### config.mk
export PLATFORM = sky130hd
export DESIGN_NAME = id_ex_stage
export DESIGN_NICKNAME = d
export VERILOG_FILES = /design/src/rtl/riscv_pipe_pkg.sv /design/src/rtl/load_use_detect.sv /design/src/rtl/id_ex_stage.sv
export SDC_FILE = /design/constraint.sdc
export NUM_CORES = 1
export LEC_CHECK = 0
export ABC_AREA = 1
export CORE_ASPECT_RATIO = 0.8
export CORE_MARGIN = 2
export CORE_UTILIZATION = 43
export CTS_BUF_LIST = sky130_fd_sc_hd__clkbuf_4 sky130_fd_sc_hd__clkbuf_8
export CTS_CLUSTER_DIAMETER = 120
export DETAILED_ROUTE_END_ITERATION = 8
export PLACE_DENSITY = 0.82
export SLEW_MARGIN = 25
export SYNTH_ARGS = -nofsm -noshare
export SYNTH_HDL_FRONTEND = slang
export SYNTH_SLANG_ARGS = --single-unit
### constraint.sdc
create_clock -name clk -period 1.8 [get_ports clk]
set_input_delay 0.18 -clock clk [delete_from_list [all_inputs] [get_ports clk]]
set_output_delay 0.18 -clock clk [all_outputs]
set_load 0.005 [all_outputs]
### src/rtl/riscv_pipe_pkg.sv
// Shared types and constants for the 5-stage pipeline registers.
package riscv_pipe_pkg;

    // Architectural zero register; never a real dependency source.
    localparam logic [4:0] REG_X0 = 5'd0;

    // Decoded control bundle carried from ID to EX.
    typedef struct packed {
        logic       regWrite;
        logic       memRead;
        logic       memWrite;
        logic       memToReg;
        logic       aluSrc;
        logic       branch;
        logic [3:0] aluOp;
    } ctrl_t;

    // Control pattern of an inserted bubble: no side effects anywhere.
    localparam ctrl_t CTRL_BUBBLE = '0;

    // True when a source operand is actually read and names register rd.
    function automatic logic src_match(
        input logic       uses,
        input logic [4:0] src,
        input logic [4:0] rd
    );
        return uses && (src == rd);
    endfunction

endpackage

### src/rtl/load_use_detect.sv
// Load-use hazard detector: a load sitting in EX whose destination is
// read by the valid instruction currently in ID.
module load_use_detect
    import riscv_pipe_pkg::*;
(
    input  logic       ex_valid,
    input  logic       ex_memRead,
    input  logic [4:0] ex_rd,
    input  logic       id_valid,
    input  logic [4:0] id_rs1,
    input  logic [4:0] id_rs2,
    input  logic       id_uses_rs1,
    input  logic       id_uses_rs2,
    output logic       hazard
);

    logic load_in_ex;
    logic src_hit;

    // Combine "real load to a non-zero register" with "ID reads that register".
    always_comb begin
        load_in_ex = ex_valid && ex_memRead && (ex_rd != REG_X0);
        src_hit    = src_match(id_uses_rs1, id_rs1, ex_rd) ||
                     src_match(id_uses_rs2, id_rs2, ex_rd);
        hazard     = load_in_ex && id_valid && src_hit;
    end

endmodule

### src/rtl/id_ex_stage.sv
// ID/EX pipeline register with load-use stall, branch flush and
// saturating stall/flush event counters.
module id_ex_stage
    import riscv_pipe_pkg::*;
#(
    parameter int XLEN  = 32,
    parameter int CNT_W = 32
) (
    input  logic             clk,
    input  logic             reset,

    input  logic             id_valid,
    input  logic [XLEN-1:0]  id_pc,
    input  logic [4:0]       id_rs1,
    input  logic [4:0]       id_rs2,
    input  logic [4:0]       id_rd,
    input  logic             id_uses_rs1,
    input  logic             id_uses_rs2,
    input  logic [XLEN-1:0]  id_rs1_data,
    input  logic [XLEN-1:0]  id_rs2_data,
    input  logic [XLEN-1:0]  id_imm,
    input  logic             id_regWrite,
    input  logic             id_memRead,
    input  logic             id_memWrite,
    input  logic             id_memToReg,
    input  logic             id_aluSrc,
    input  logic             id_branch,
    input  logic [3:0]       id_aluOp,
    input  logic             flush_ex,

    output logic             ex_valid,
    output logic [XLEN-1:0]  ex_pc,
    output logic [XLEN-1:0]  ex_rs1_data,
    output logic [XLEN-1:0]  ex_rs2_data,
    output logic [XLEN-1:0]  ex_imm,
    output logic [4:0]       ex_rs1,
    output logic [4:0]       ex_rs2,
    output logic [4:0]       ex_rd,
    output logic             ex_regWrite,
    output logic             ex_memRead,
    output logic             ex_memWrite,
    output logic             ex_memToReg,
    output logic             ex_aluSrc,
    output logic             ex_branch,
    output logic [3:0]       ex_aluOp,
    output logic             stall,
    output logic [CNT_W-1:0] stall_count,
    output logic [CNT_W-1:0] flush_count
);

    ctrl_t id_ctrl;
    ctrl_t ex_ctrl;
    logic  hazard;
    logic  bubble;

    load_use_detect u_load_use_detect (
        .ex_valid    (ex_valid),
        .ex_memRead  (ex_ctrl.memRead),
        .ex_rd       (ex_rd),
        .id_valid    (id_valid),
        .id_rs1      (id_rs1),
        .id_rs2      (id_rs2),
        .id_uses_rs1 (id_uses_rs1),
        .id_uses_rs2 (id_uses_rs2),
        .hazard      (hazard)
    );

    // Bundle ID control, derive stall/bubble and fan the EX control back out.
    always_comb begin
        id_ctrl.regWrite = id_regWrite;
        id_ctrl.memRead  = id_memRead;
        id_ctrl.memWrite = id_memWrite;
        id_ctrl.memToReg = id_memToReg;
        id_ctrl.aluSrc   = id_aluSrc;
        id_ctrl.branch   = id_branch;
        id_ctrl.aluOp    = id_aluOp;

        // A flush already discards the ID instruction, so holding PC/IF-ID
        // for it would only waste a cycle.
        stall  = hazard && !flush_ex;
        bubble = flush_ex || hazard;

        ex_regWrite = ex_ctrl.regWrite;
        ex_memRead  = ex_ctrl.memRead;
        ex_memWrite = ex_ctrl.memWrite;
        ex_memToReg = ex_ctrl.memToReg;
        ex_aluSrc   = ex_ctrl.aluSrc;
        ex_branch   = ex_ctrl.branch;
        ex_aluOp    = ex_ctrl.aluOp;
    end

    // Pipeline register: reset, then bubble on flush/hazard, else capture ID.
    always_ff @(posedge clk) begin
        if (reset || bubble) begin
            ex_valid    <= 1'b0;
            ex_pc       <= '0;
            ex_rs1_data <= '0;
            ex_rs2_data <= '0;
            ex_imm      <= '0;
            ex_rs1      <= REG_X0;
            ex_rs2      <= REG_X0;
            ex_rd       <= REG_X0;
            ex_ctrl     <= CTRL_BUBBLE;
        end else begin
            ex_valid    <= id_valid;
            ex_pc       <= id_pc;
            ex_rs1_data <= id_rs1_data;
            ex_rs2_data <= id_rs2_data;
            ex_imm      <= id_imm;
            ex_rs1      <= id_rs1;
            ex_rs2      <= id_rs2;
            ex_rd       <= id_rd;
            ex_ctrl     <= id_ctrl;
        end
    end

    // Saturating event counters; they stick at all-ones rather than wrap.
    always_ff @(posedge clk) begin
        if (reset) begin
            stall_count <= '0;
            flush_count <= '0;
        end else begin
            if (stall && (stall_count != '1)) begin
                stall_count <= stall_count + CNT_W'(1);
            end
            if (flush_ex && (flush_count != '1)) begin
                flush_count <= flush_count + CNT_W'(1);
            end
        end
    end

endmodule

==> results.sh <==
export IMPL_gp_congestion=0.9184
export IMPL_globalRouteOverflowTotal=0
export IMPL_final_nets=1763
export IMPL_cp_max_fo=4
export IMPL_post_drt_wl_per_cell_um=14.89
export IMPL_leakage_nw=6.135
export IMPL_start_util_pct=43.99
export IMPL_postSynthCellCount=1142
export IMPL_synth_cell_types=33
export IMPL_final_common_cell="clkdlybuf4s50_1"
export IMPL_drive_gt1_share_pct=12.62
export IMPL_ys_warn_count=0
export IMPL_rrSetupSlack_ps=80
export IMPL_grt_setup_unrepaired="true"
export IMPL_cts_sinks=218
export IMPL_syn_to_final_growth_pct=64.86
export IMPL_slew_headroom_pct=72.88
export IMPL_reg2reg_from="flush_count[0]$_SDFFE_PP0P_"
export IMPL_power_mw=10.66
export IMPL_critical_path_max_stage_delay_ps=370
export IMPL_arrival_ps=1620
export IMPL_clk_latency_ps=530
export IMPL_maxCapViolations=0
export IMPL_clockRootBuffer="clkbuf_8"
export IMPL_hold_depth=3
export IMPL_reg2reg_depth=11
export IMPL_drc=0
export IMPL_io_pins=378
export IMPL_finalCritPeriodShare_pct=100.1
export IMPL_seq_area_frac_synth_pct=52.13
export IMPL_clk_pin_slew_worst_paths_ps=60
export IMPL_dp_hpwl_mm=21.23
export IMPL_ys_seq_elements=218
export IMPL_min_delay_start="id_rs1_data[12]"
export IMPL_hold_slack_ps=172.3
export IMPL_cts_buffer_depth=3
export IMPL_hold_path_class="primary input to flip-flop"
export IMPL_r2r_end="flush_count[2]$_SDFFE_PP0P_"
export IMPL_ir_drop_mv=0.6980
export IMPL_most_common_layout_cells="clkdlybuf4s50_1 (376), nor2_1 (288), nand2_1 (236)"
export IMPL_groute_usage_overall_pct=26.44
export IMPL_cts_tree="yes"
export IMPL_hold_end="ex_rs1_data[12]$_SDFF_PP0_"
export IMPL_num_rows=45
export IMPL_antenna_found_initial=1
export IMPL_grt_max_degree=43
export IMPL_cpMostUsedCell="nand2_1"
export IMPL_crit_chain="inv_2 -> nand2_1 -> nand2_1 -> nor2_2 -> nand3_1 -> nand2_2 -> nand3_4 -> inv_4 -> buf_6"
export IMPL_status="finished with violations"
export IMPL_grt_pass1_wl_mm=43.24
export IMPL_first_pass_iters=5
export IMPL_portBuffers=377
export IMPL_setup_ws_ps=-2.486
export IMPL_die_h_um=128.8
export IMPL_die_x_um=160
export IMPL_finalHoldViolations=0
export IMPL_via_count=8604
export IMPL_p_per_area_nw_per_um2=772.7
export IMPL_violations="negative setup slack"
export IMPL_finalSetupViolations=1
export IMPL_fin_skew_ps=23.91
export IMPL_die_area_um2=20610
export IMPL_drv_slew=0
export IMPL_cts_hold_buffers_added=0
export IMPL_syn_num_nets=1303
export IMPL_avgViaCountPerCell=4.569
export IMPL_ant_nets=0
export IMPL_htreeDepth=2
export IMPL_path_class="flip-flop to output pin"
export IMPL_drtIter0Drc=502
export IMPL_crit_path_end_kind="output pin"
export IMPL_cp_start_kind="flip-flop"
export IMPL_syn_area_um2=8372
export IMPL_slowest_stage="dfxtp_4"
export IMPL_core_area_um2=19030
export IMPL_max_freq_mhz=554.8
export IMPL_routed_wirelength_mm=28.03
export IMPL_required_ps=1620
export IMPL_first_global_vias=8437
export IMPL_layout_min_cycle_time_ps=1802
export IMPL_tightest_slew_ps=405.3
export IMPL_cts_made_buffers=36
export IMPL_avgSynthCellArea_um2=7.331
power breakdown:
part / internal [mW] / total, mW / switching (mW) / leakage, nW
clock network: 2.63 / 4.59 / 1.96 / 0.399
registers: 4.97 / 5.01 / 0.0453 / 1.79
logic: 0.664 / 1.06 / 0.397 / 3.95
total: 8.26 / 10.7 / 2.41 / 6.14
registers in the layout, summed over array words and instances (netlist names):
name,count
ex_imm,32
ex_pc,32
ex_rs1_data,32
ex_rs2_data,32
flush_count,32
stall_count,32
ex_rd,5
ex_rs1,5
ex_rs2,5
ex_aluOp,4
ex_aluSrc,1
ex_branch,1
ex_memRead,1
ex_memToReg,1
ex_memWrite,1
ex_regWrite,1
ex_valid,1
synth_stat cells, drive strengths merged:
cell type | count | area share (%)
a21oi | 36 | 2.2
a31oi | 1 | 0.075
and2 | 1 | 0.075
buf | 27 | 2.5
clkbuf | 5 | 0.22
dfxtp | 218 | 52
ha | 2 | 0.30
inv | 200 | 9.0
nand2 | 250 | 11
nand3 | 32 | 2.2
nand3b | 7 | 0.63
nand4 | 12 | 1.1
nor2 | 306 | 14
nor3 | 10 | 0.72
nor3b | 1 | 0.090
o21ai | 11 | 0.66
xnor2 | 10 | 1.0
xor2 | 13 | 1.4
critical path: cells and delay by family (launching register included):
kind                   cells  cell delay, ps
and+or+nand+nor            6             500
buffers and inverters      3             220
DFF                        1             370
how the worst max path moves through the flow:
stage / slack, ps / startpoint / end / cells past startpoint
floorplan: 150 / stall_count[0]$_SDFFE_PP0P_ / stall_count[14]$_SDFFE_PP0P_ / 11
global placement: -380 / id_rs1[2] / stall / 10
detailed placement: -370 / id_rs1[2] / stall / 10
CTS: -40 / ex_rd[3]$_SDFF_PP0_ / stall / 9
global route: -100 / ex_rd[3]$_SDFF_PP0_ / stall / 9
finish: -2 / ex_rd[3]$_SDFF_PP0_ / stall / 9
routing by layer:
metal	up-vias	wire [um]	GRT usage, %
met5	-	0	0
met1	3833	11020	29.81
met4	0	1042	11.18
met3	82	2420	8.382
li1	4286	-	-
met2	403	13550	46.73
area by class of cell:
type                    instances  area (um^2)
repair buffers                454         4423
clock inverters                 8        102.6
multi-input cells             692         3153
diodes                          1        2.502
clock buffers                  52        653.1
flip-flops and latches        218         4387
fillers                      1384         5229
well taps                     258        322.8
inverters                     200        758.2
cell families after synthesis:
logic type,Yosys count,share of synthesized area (%)
AND/OR/NAND/NOR,619,30.58
buffers and inverters,232,11.66
flip-flops,218,52.13
AO/OA/AOI/OAI,48,2.929
XOR/XNOR,23,2.406
adder cells (fa/ha/maj),2,0.2989
stage by stage:
step           worst slack [ps]  setup TNS (ps)  instance area (um^2)  std cells  util (%)
4_1_cts                  -40.43          -40.43                 13650       1878     71.74
6_report                 -2.486          -2.486                 13800       1883     72.52
2_1_floorplan             148.9               0                  8372       1142         -
5_1_grt                  -100.7          -401.7                 13800       1883     72.52
3_3_place_gp             -377.8          -36560                 12860       1817     67.57
3_5_place_dp             -372.1          -37790                 12860       1817     67.57
repair_timing:
action	in CTS	in global routing
resized for setup	23	37
pin swaps	4	8
setup endpoints to repair	4	70
setup buffers	1	4
(Power assumes the default switching activity.)
